`src/rtl/riscv_pkg.sv`:
```
// Shared types for the operand hazard/forwarding controller:
// operand widths, in-flight slot record and issue-control FSM states.
package riscv_pkg;

   localparam int unsigned XLEN = 32;
   localparam int unsigned RAW  = 5;

   // One in-flight pipeline slot; vld is set only for real register writers (rd != x0)
   typedef struct packed {
      logic           vld;
      logic [RAW-1:0] rd;
      logic           is_load;
   } slot_t;

   typedef enum logic [1:0] {
      RUN    = 2'd0,
      STALL  = 2'd1,
      FREEZE = 2'd2
   } state_t;

   // True when the slot holds a pending write to register rs
   function automatic logic slot_hit(input slot_t s, input logic [RAW-1:0] rs);
      return s.vld && (s.rd == rs);
   endfunction

endpackage

```
`src/rtl/hazard_fwd_mux.sv`:
```
// Per-source-operand match, youngest-first forward select and load-use flag.
module hazard_fwd_mux
   import riscv_pkg::*;
(
   input  logic            id_valid,
   input  logic            rs_use,
   input  logic [RAW-1:0]  rs,
   input  slot_t           ex_slot,
   input  slot_t           mem_slot,
   input  slot_t           wb_slot,
   input  logic [XLEN-1:0] ex_result,
   input  logic [XLEN-1:0] mem_result,
   input  logic [XLEN-1:0] wb_result,
   output logic            forward,
   output logic [XLEN-1:0] forward_data,
   output logic            load_hz
);

   logic rs_live;

   // Priority EX > MEM > WB; an EX load cannot forward and raises the hazard instead
   always_comb begin
      forward      = 1'b0;
      forward_data = '0;
      load_hz      = 1'b0;
      rs_live      = id_valid && rs_use && (rs != '0);
      if (rs_live && slot_hit(ex_slot, rs)) begin
         if (ex_slot.is_load) begin
            load_hz = 1'b1;
         end else begin
            forward      = 1'b1;
            forward_data = ex_result;
         end
      end else if (rs_live && slot_hit(mem_slot, rs)) begin
         forward      = 1'b1;
         forward_data = mem_result;
      end else if (rs_live && slot_hit(wb_slot, rs)) begin
         forward      = 1'b1;
         forward_data = wb_result;
      end
   end

endmodule

```
`src/rtl/operand_hazard_ctrl.sv`:
```
// Issue-side hazard/forwarding controller: tracks EX/MEM/WB destinations,
// drives operand read enables and forward selects, inserts load-use bubbles,
// freezes on data-memory wait and counts stall cycles (saturating).
module operand_hazard_ctrl
#(
   parameter int unsigned XLEN  = 32,
   parameter int unsigned RAW   = 5,
   parameter int unsigned CNT_W = 32
)
(
   input  logic             CLK,
   input  logic             RSTN,
   input  logic             id_valid,
   input  logic [RAW-1:0]   id_rs1,
   input  logic [RAW-1:0]   id_rs2,
   input  logic             id_rs1_use,
   input  logic             id_rs2_use,
   input  logic [RAW-1:0]   id_rd,
   input  logic             id_rd_wen,
   input  logic             id_is_load,
   input  logic [XLEN-1:0]  ex_result,
   input  logic [XLEN-1:0]  mem_result,
   input  logic [XLEN-1:0]  wb_result,
   input  logic             mem_wait,
   output logic             rs1_ren,
   output logic             rs2_ren,
   output logic             rs1_forward,
   output logic             rs2_forward,
   output logic [XLEN-1:0]  rs1_forward_data,
   output logic [XLEN-1:0]  rs2_forward_data,
   output logic             id_stall,
   output logic [CNT_W-1:0] stall_cnt
);

   import riscv_pkg::*;

   slot_t  ex_q, mem_q, wb_q;
   slot_t  id_entry;
   state_t state_q;
   logic   rs1_lh, rs2_lh;
   logic   load_hazard;

   hazard_fwd_mux u_rs1_mux (
      .id_valid     (id_valid),
      .rs_use       (id_rs1_use),
      .rs           (id_rs1),
      .ex_slot      (ex_q),
      .mem_slot     (mem_q),
      .wb_slot      (wb_q),
      .ex_result    (ex_result),
      .mem_result   (mem_result),
      .wb_result    (wb_result),
      .forward      (rs1_forward),
      .forward_data (rs1_forward_data),
      .load_hz      (rs1_lh)
   );

   hazard_fwd_mux u_rs2_mux (
      .id_valid     (id_valid),
      .rs_use       (id_rs2_use),
      .rs           (id_rs2),
      .ex_slot      (ex_q),
      .mem_slot     (mem_q),
      .wb_slot      (wb_q),
      .ex_result    (ex_result),
      .mem_result   (mem_result),
      .wb_result    (wb_result),
      .forward      (rs2_forward),
      .forward_data (rs2_forward_data),
      .load_hz      (rs2_lh)
   );

   // Stall decision, read enables and the slot record for the ID instruction
   always_comb begin
      load_hazard      = rs1_lh | rs2_lh;
      id_stall         = (state_q == FREEZE) | mem_wait | load_hazard;
      rs1_ren          = id_valid & ~id_stall;
      rs2_ren          = id_valid & ~id_stall;
      id_entry.vld     = id_valid & id_rd_wen & (id_rd != '0);
      id_entry.rd      = id_rd;
      id_entry.is_load = id_is_load;
   end

   // Issue-control FSM; mem_wait outranks a load hazard in the same cycle
   always_ff @(posedge CLK or negedge RSTN) begin
      if (!RSTN) begin
         state_q <= RUN;
      end else begin
         case (state_q)
            RUN: begin
               if (mem_wait)         state_q <= FREEZE;
               else if (load_hazard) state_q <= STALL;
            end
            STALL:   state_q <= mem_wait ? FREEZE : RUN;
            FREEZE:  if (!mem_wait) state_q <= RUN;
            default: state_q <= RUN;
         endcase
      end
   end

   // In-flight slots: hold while memory waits, insert a bubble on any other stall.
   // The recovery cycle out of FREEZE doubles as the load-use bubble, so a load
   // hazard pending across a freeze costs only one extra cycle.
   always_ff @(posedge CLK or negedge RSTN) begin
      if (!RSTN) begin
         ex_q  <= '0;
         mem_q <= '0;
         wb_q  <= '0;
      end else if (!mem_wait) begin
         ex_q  <= id_stall ? '0 : id_entry;
         mem_q <= ex_q;
         wb_q  <= mem_q;
      end
   end

   // Saturating count of stalled ID cycles
   always_ff @(posedge CLK or negedge RSTN) begin
      if (!RSTN) begin
         stall_cnt <= '0;
      end else if (id_stall && (stall_cnt != '1)) begin
         stall_cnt <= stall_cnt + CNT_W'(1);
      end
   end

endmodule

```
`config.mk`:
```
export PLATFORM = sky130hd
export DESIGN_NAME = operand_hazard_ctrl
export DESIGN_NICKNAME = d
export VERILOG_FILES = /design/src/rtl/riscv_pkg.sv /design/src/rtl/hazard_fwd_mux.sv /design/src/rtl/operand_hazard_ctrl.sv
export SDC_FILE = /design/constraint.sdc
export NUM_CORES = 1
export LEC_CHECK = 0
export ABC_CLOCK_PERIOD_IN_PS = 5800
export CAP_MARGIN = 25
export CORE_AREA = 2 2 103 105
export CTS_BUF_LIST = sky130_fd_sc_hd__clkbuf_4
export DETAILED_ROUTE_END_ITERATION = 10
export DIE_AREA = 0 0 105 107
export PLACE_DENSITY = 0.82
export SETUP_SLACK_MARGIN = 0.5
export SLEW_MARGIN = 20
export SYNTH_ARGS = -nofsm -noshare
export SYNTH_HDL_FRONTEND = slang
export SYNTH_SLANG_ARGS = --single-unit
```
`constraint.sdc`:
```
create_clock -name CLK -period 5.8 [get_ports CLK]
set_input_delay 1.74 -clock CLK [delete_from_list [all_inputs] [get_ports CLK]]
set_output_delay 1.74 -clock CLK [all_outputs]
set_load 0.02 [all_outputs]
```
==> results.toml, run 1 <==
[run_status]
outcome = "finished, final reports clean"

[floorplan]
num_io_pins = 220
die_x_um = 105
start_util_pct = 39.9
num_rows = 37
core-area_mm2 = 0.0101
die_area_mm2 = 0.0112
die_h_um = 107

[sta]
setup_viol = 0
period_minus_slack_ns = 5.73
slew_headroom_pct = 51.7
timing_max_transition_violations_final = 0
finalHoldViolations = 0
finClkSkew_ns = 0.0151
rsz0062_at_grt = "true"
fin_crit_sh_pct = 98.7
hold_ws_ns = 0.487
tightestPinTransition_ns = 0.724
max_freq_mhz = 175
worst_slack_ns = 0.0749
totalNegativeSetupSlack_ns = 0

[placed_design]
gp_congestion = 0.935
port_buffers = 219
pre_cts_ws_ns = -0.412
hpwl_mm = 11.8

[synth]
synthesis.nets = 567
syn_inst = 447
yosysUniqueCellTypes = 37
yosysSeqAreaShare_pct = 32.9
synthArstFlopShare_pct = 100
yosys_warnings = 0
synth_edf_count = 0
yosysTopAreaCell = "dfrtp_1"
syn_avg_cell_area_um2 = 9.02
synth_area_mm2 = 0.00403
synth_seq_cells = 53
yosys-top-cells-area = "dfrtp_1 (33%), a221oi_1 (13%), xnor2_1 (12%)"
ys.flop_type = "dfrtp_1"
synth_top_cell_area_share_pct = 32.9

[route]
post_drt_wl_per_cell_um = 26.8
drt_iter0_markers = 490
dr.pass1.iters = 5
viasPerCell = 6.44
via_count = 5785
routed_wl_mm = 24.1
ant_nets = 0
drc = 0

[critical_path]
cp-start-kind = "primary input"
crit_required_ns = 4.06
crit_chain = "buf_6, or4_1, o211ai_1, buf_4, nor3_4, nor2b_4, buf_12, buf_12, buf_16, buf_6, a221oi_2, a21oi_1, buf_4"
end_kind = "primary output"
critPathKind = "in -> out"
crit_fanout = 4
cpPeakStageDelay_ns = 0.52
critPathArrivalTime_ns = 3.99
critPathSlowestCell = "or4_1"

[clocking]
path_clk_slew_ns = 0.15
cts_buffer_depth = 2
cts_buffers = 5
cts_tree = "yes"
clkLatencyLatePin_ns = 0.37
cts_sinks = 53
cts-htree-levels = 2
cts-root-buf = "clkbuf_4"

[global_routing]
grt_pass1_vias = 5183
grt-ovfl-total = 0
grt_use_total_pct = 30.4
grt_max_degree = 38
antenna_found_initial = 0
grt_pass1_wl_mm = 27.5

[run]
maxCapViolations = 0

[pwr]
powerDensity_mw_per_mm2 = 124
p_leak_nw = 3.59
p_total_mw = 1.08
max-vdd-ir-drop_mv = 0.203

[cells_and_area]
multi_input_area_mm2 = 0.00344
n_fill_cell = 447
antenna_cells = 0
utilization_pct = 86.6
area_growth_pct = 117
ff_latch_area_mm2 = 0.00133
drive_above_1_share_pct = 43.7
final_nets = 881

[worst_hold_path]
hp-class = "reg -> reg"
[final cells by class]
cell class              instances  share of cell area (%)
repair buffers                345                    42.5
clock inverters                 2                   0.386
inverters                       3                   0.129
clock buffers                   6                   0.515
flip-flops and latches         53                    15.2
multi-input cells             353                    39.3
well taps                     136                    1.95
[what timing repair did]
action	CTS	global route
setup buffers	35	31
resized for setup	441	151
endpoints found under the setup margin	69	69
pin swaps	26	27
hold buffers	0	0
cloned	9	11
[cell families (layout without fill, tap and decap cells)]
| kind of cell | after synthesis | in the layout | synth area share (%) |
|---|---|---|---|
| buffers and inverters | 41 | 356 | 4.56 |
| AND/OR/NAND/NOR | 131 | 131 | 19.4 |
| adder cells (fa/ha/maj) | 1 | 1 | 0.310 |
| XOR/XNOR | 59 | 59 | 12.8 |
| AO/OA/AOI/OAI | 142 | 142 | 24.6 |
| multiplexers | 20 | 20 | 5.43 |
| flip-flops | 53 | 53 | 32.9 |
[worst max-delay path, delay by kind of cell]
kind / cells / cell delay [ns]
compound gates: 3 / 0.60
buf+inv: 7 / 0.93
simple gates: 3 / 0.70
[placed cells by master, fill, tap and decap left out, drive strengths merged, types with 3 or more instances in the layout]
master	netlist	layout
mux2i	5	5
and4	4	4
mux2	15	15
a221oi	59	59
nand2	17	17
buf	13	192
inv	3	3
xnor2	56	56
and3b	6	6
nand3	14	14
and3	12	12
dfrtp	53	53
clkbuf	25	17
a21oi	71	71
nor2b	3	3
a22o	6	6
nor3	11	11
nand2b	34	34
dlygate4sd2	0	3
nor4	3	3
clkdlybuf4s50	0	137
nand4	21	21
xor2	3	3
[flip-flops by register name (all words and copies together), names as in the netlist]
| register | cells |
|---|---|
| ex_q | 7 |
| state_q | 2 |
| stall_cnt | 32 |
| wb_q | 6 |
| mem_q | 6 |
[synthesized netlist by cell type (2+ instances only)]
master / count
inv_1: 3
nand4_1: 21
nor2b_1: 3
xnor2_1: 56
and4_1: 4
nand2_1: 17
nand2b_1: 34
and2_1: 2
and3b_1: 6
dfrtp_1: 53
a21oi_1: 71
nor3_1: 10
mux2_2: 15
a221oi_1: 59
nor4_1: 3
and3_1: 12
nand3_1: 14
a22o_1: 6
xor2_1: 3
buf_6: 2
buf_2: 9
clkbuf_1: 25
mux2i_1: 5
[report_power, final]
group | switching, mW | leakage [nW] | internal (mW)
Combinational | 0.188 | 2.84 | 0.216
Clock | 0.112 | 0.0433 | 0.0946
Sequential | 0.0630 | 0.703 | 0.409
Total | 0.362 | 3.59 | 0.720
[per-layer routing]
layer  share of wire [%]  GRT usage (%)  vias up
met2                  45           55.2      490
met5                   0              0        -
li1                    -              -     2375
met1                  36           34.9     2739
met3                  12           7.17      181
met4                 7.3           10.9        0
[metrics by stage]
step                      std cells  area [um^2]
final                           898         8740
after global routing            898         8740
after CTS                       855         7480
after detailed placement        803         6660
after global placement          802         6640
after floorplan                 447         4070
[final timing paths]
path,startpoint,endpoint,slack (ns),cells after the start
setup / recovery,id_rs1[3],rs1_forward_data[16],0.07,13
hold / removal,state_q[0]$_DFFE_PN0P_,state_q[0]$_DFFE_PN0P_,0.49,1
setup reg to reg,ex_q[4]$_DFFE_PN0N_,stall_cnt[22]$_DFFE_PN0P_,3.14,10
hold reg to reg,state_q[0]$_DFFE_PN0P_,state_q[0]$_DFFE_PN0P_,0.49,1
max in group asynchronous,RSTN,wb_q[1]$_DFFE_PN0N_,3.88,2
min in group asynchronous,RSTN,stall_cnt[0]$_DFFE_PN0P_,1.36,1
Power figures use the tool's default switching activity.
==> run 2: changes to the inputs <==
--- a/config.mk
+++ b/config.mk
@@ -7,11 +7,11 @@
 export LEC_CHECK = 0
 export ABC_CLOCK_PERIOD_IN_PS = 5800
 export CAP_MARGIN = 25
-export CORE_AREA = 2 2 103 105
+export CORE_AREA = 2 2 130 132
 export CTS_BUF_LIST = sky130_fd_sc_hd__clkbuf_4
 export DETAILED_ROUTE_END_ITERATION = 10
-export DIE_AREA = 0 0 105 107
-export PLACE_DENSITY = 0.82
+export DIE_AREA = 0 0 132 134
+export RECOVER_POWER = 25
 export SETUP_SLACK_MARGIN = 0.5
 export SLEW_MARGIN = 20
 export SYNTH_ARGS = -nofsm -noshare
==> constraint.sdc (replaced) <==
create_clock -name CLK -period 5.8 [get_ports CLK]
set_input_delay 1.74 -clock CLK [delete_from_list [all_inputs] [get_ports CLK]]
set_output_delay 1.74 -clock CLK [all_outputs]
set_load 0.05 [all_outputs]
==> run 2 against run 1 <==
  * The run now ends with max-capacitance violations, max-slew violations left
  * Final cell count rose by 4.6%
  * Sequential share of layout area decreased by 0.79 points
  * Power grew 4.7%
  * Flip-flop and latch count is the same
  * Via count shrank 16%
  * Largest power group unchanged
  * Worst hold slack worse by 0.022 ns
  * Die area grew 57%
  * Critical endpoint is now rs2_forward_data[24]
==> results.toml, run 2 (synthesis results as in run 1) <==
[sta]
slew_headroom_pct = -81.8
max_freq_mhz = 177
hold_ws_ns = 0.465
rsz0062_at_grt = "true"
period_minus_slack_ns = 5.64
finClkSkew_ns = 0.0235
setup_viol = 0
fin_crit_sh_pct = 97.2
timing_max_transition_violations_final = 54
totalNegativeSetupSlack_ns = 0
tightestPinTransition_ns = 2.73
finalHoldViolations = 0

[worst_hold_path]
hp-class = "reg -> reg"

[floorplan]
start_util_pct = 24.7
die_x_um = 132
die_h_um = 134
num_io_pins = 220
die_area_mm2 = 0.0177
num_rows = 47
core-area_mm2 = 0.0163

[global_routing]
grt_pass1_wl_mm = 30.2
antenna_found_initial = 1
grt-ovfl-total = 0
grt_use_total_pct = 21.3
grt_pass1_vias = 5236
grt_max_degree = 54

[placed_design]
hpwl_mm = 13.7
dpl.cell_count = 908
gp_congestion = 0.866
port_buffers = 219

[route]
routed_wl_mm = 19.6
drc = 0
viasPerCell = 5.20
drt_iter0_markers = 191
ant_nets = 0
via_count = 4879
post_drt_wl_per_cell_um = 20.9
dr.pass1.iters = 4

[pwr]
p_leak_nw = 3.43
powerDensity_mw_per_mm2 = 123
p_total_mw = 1.13
max-vdd-ir-drop_mv = 0.246

[critical_path]
critPathTopFamily = "buffers and inverters"
end_kind = "primary output"
path_buf_inv = 4
crit_required_ns = 4.06
crit_chain = "clkdlybuf4s15_1, xnor2_1, nand4_1, nor3_4, nor4_4, bufbuf_16, buf_12, a221oi_2, a21oi_4, buf_12"
path_common_cell = "buf_12"
cpPeakStageDelay_ns = 0.37
cp-start-kind = "primary input"
critPathKind = "in -> out"
crit_fanout = 7
critPathArrivalTime_ns = 3.90
critPathSlowestCell = "a221oi_2"

[cells_and_area]
final_nets = 838
drive_above_1_share_pct = 44.6
area_growth_pct = 129
mostFrequentLayoutCell = "clkdlybuf4s50_1"
largest_register = "stall_cnt"
final_cell_mix = "clkdlybuf4s50_1 (137), buf_12 (62), xnor2_1 (56), buf_4 (55), dfrtp_1 (53)"
stdcell_count = 939
reg.largest.list = "stall_cnt (32), ex_q (7)"
largest_reg_flops = 32

[clocking]
cts_buffers = 5
cts-htree-levels = 2
cts_tree = "yes"
cts_buffer_depth = 2
clkLatencyLatePin_ns = 0.38
cts_sinks = 53
path_clk_slew_ns = 0.16
cts-root-buf = "clkbuf_4"

[run_status]
outcome = "finished with violations"
violations = "max-capacitance violations, max-slew violations"

[run]
maxCapViolations = 1
## run 2: cell count changes in the layout (fill, tap and decap cells not counted), moves of 3 or more
cell       delta
bufbuf_16     +3
a221oi_2     +17
buf_8         -5
a21oi_2       -7
buf_4        -39
a21oi_4      +39
buf_12       +49
a21oi_1      -32
buf_6        -49
nor3_4        -3
buf_16        -5
a221oi_4     -16
buf_2         -4
clkbuf_16     +6
## run 2: worst register-to-register path: cells and delay by family, from the launching register on
kind            cells  cell delay [ns]
flops               1             0.47
xor+xnor            1             0.19
mux                 1             0.39
compound gates      1             0.24
simple gates        2             0.59
buf+inv             2             0.60
## run 2: cell type report
cell class                      instances  area [um^2]
Multi-Input combinational cell        353         3650
Inverter                                3         11.3
Fill cell                            1345         7080
Sequential cell                        53         1330
Clock inverter                          2         35.0
Tap cell                              220          275
Timing Repair Buffer                  302         3880
Clock buffer                            5         37.5
Antenna cell                            1         2.50
## run 2: timing repair
action	in CTS	in global routing
buffers inserted	12	2
pin swaps	17	10
gates resized for setup	134	48
gates cloned	7	2
hold buffers	0	0
endpoints found under the setup margin	69	69
## run 2: per-stage QoR
step	cell area, um^2	util (%)	worst slack [ns]
finish	9210	56.6	0.160
global route	9210	56.6	0.108
CTS	9070	55.7	0.213
detailed placement	8050	49.4	-0.0458
global placement	8050	49.4	-0.0374
floorplan	4530	-	0.223
## run 2: where the power goes
group | internal (mW) | leakage [nW] | switching [mW]
clock | 0.0880 | 0.0411 | 0.117
combinational | 0.211 | 2.69 | 0.248
sequential | 0.409 | 0.705 | 0.0588
## run 2: path summary, 6_finish.rpt
path                            slack (ns)                   endpoint              startpoint  cells after the start
worst max-delay path                  0.16       rs2_forward_data[24]               id_rs2[1]                     10
worst min-delay path                  0.46     state_q[0]$_DFFE_PN0P_  state_q[0]$_DFFE_PN0P_                      1
worst max register to register        3.20   stall_cnt[1]$_DFFE_PN0P_     ex_q[1]$_DFFE_PN0N_                      7
worst min register to register        0.46     state_q[0]$_DFFE_PN0P_  state_q[0]$_DFFE_PN0P_                      1
max in group asynchronous             1.95        ex_q[5]$_DFFE_PN0N_                    RSTN                      2
min in group asynchronous             2.30  stall_cnt[20]$_DFFE_PN0P_                    RSTN                      2
## run 2: metal layers
metal	vias up	global-route usage, %	wire [um]
li1	2277	-	-
met1	2367	25.9	7930
met2	203	38.5	9890
met3	32	4.23	1270
met4	0	5.13	532
met5	-	0	0
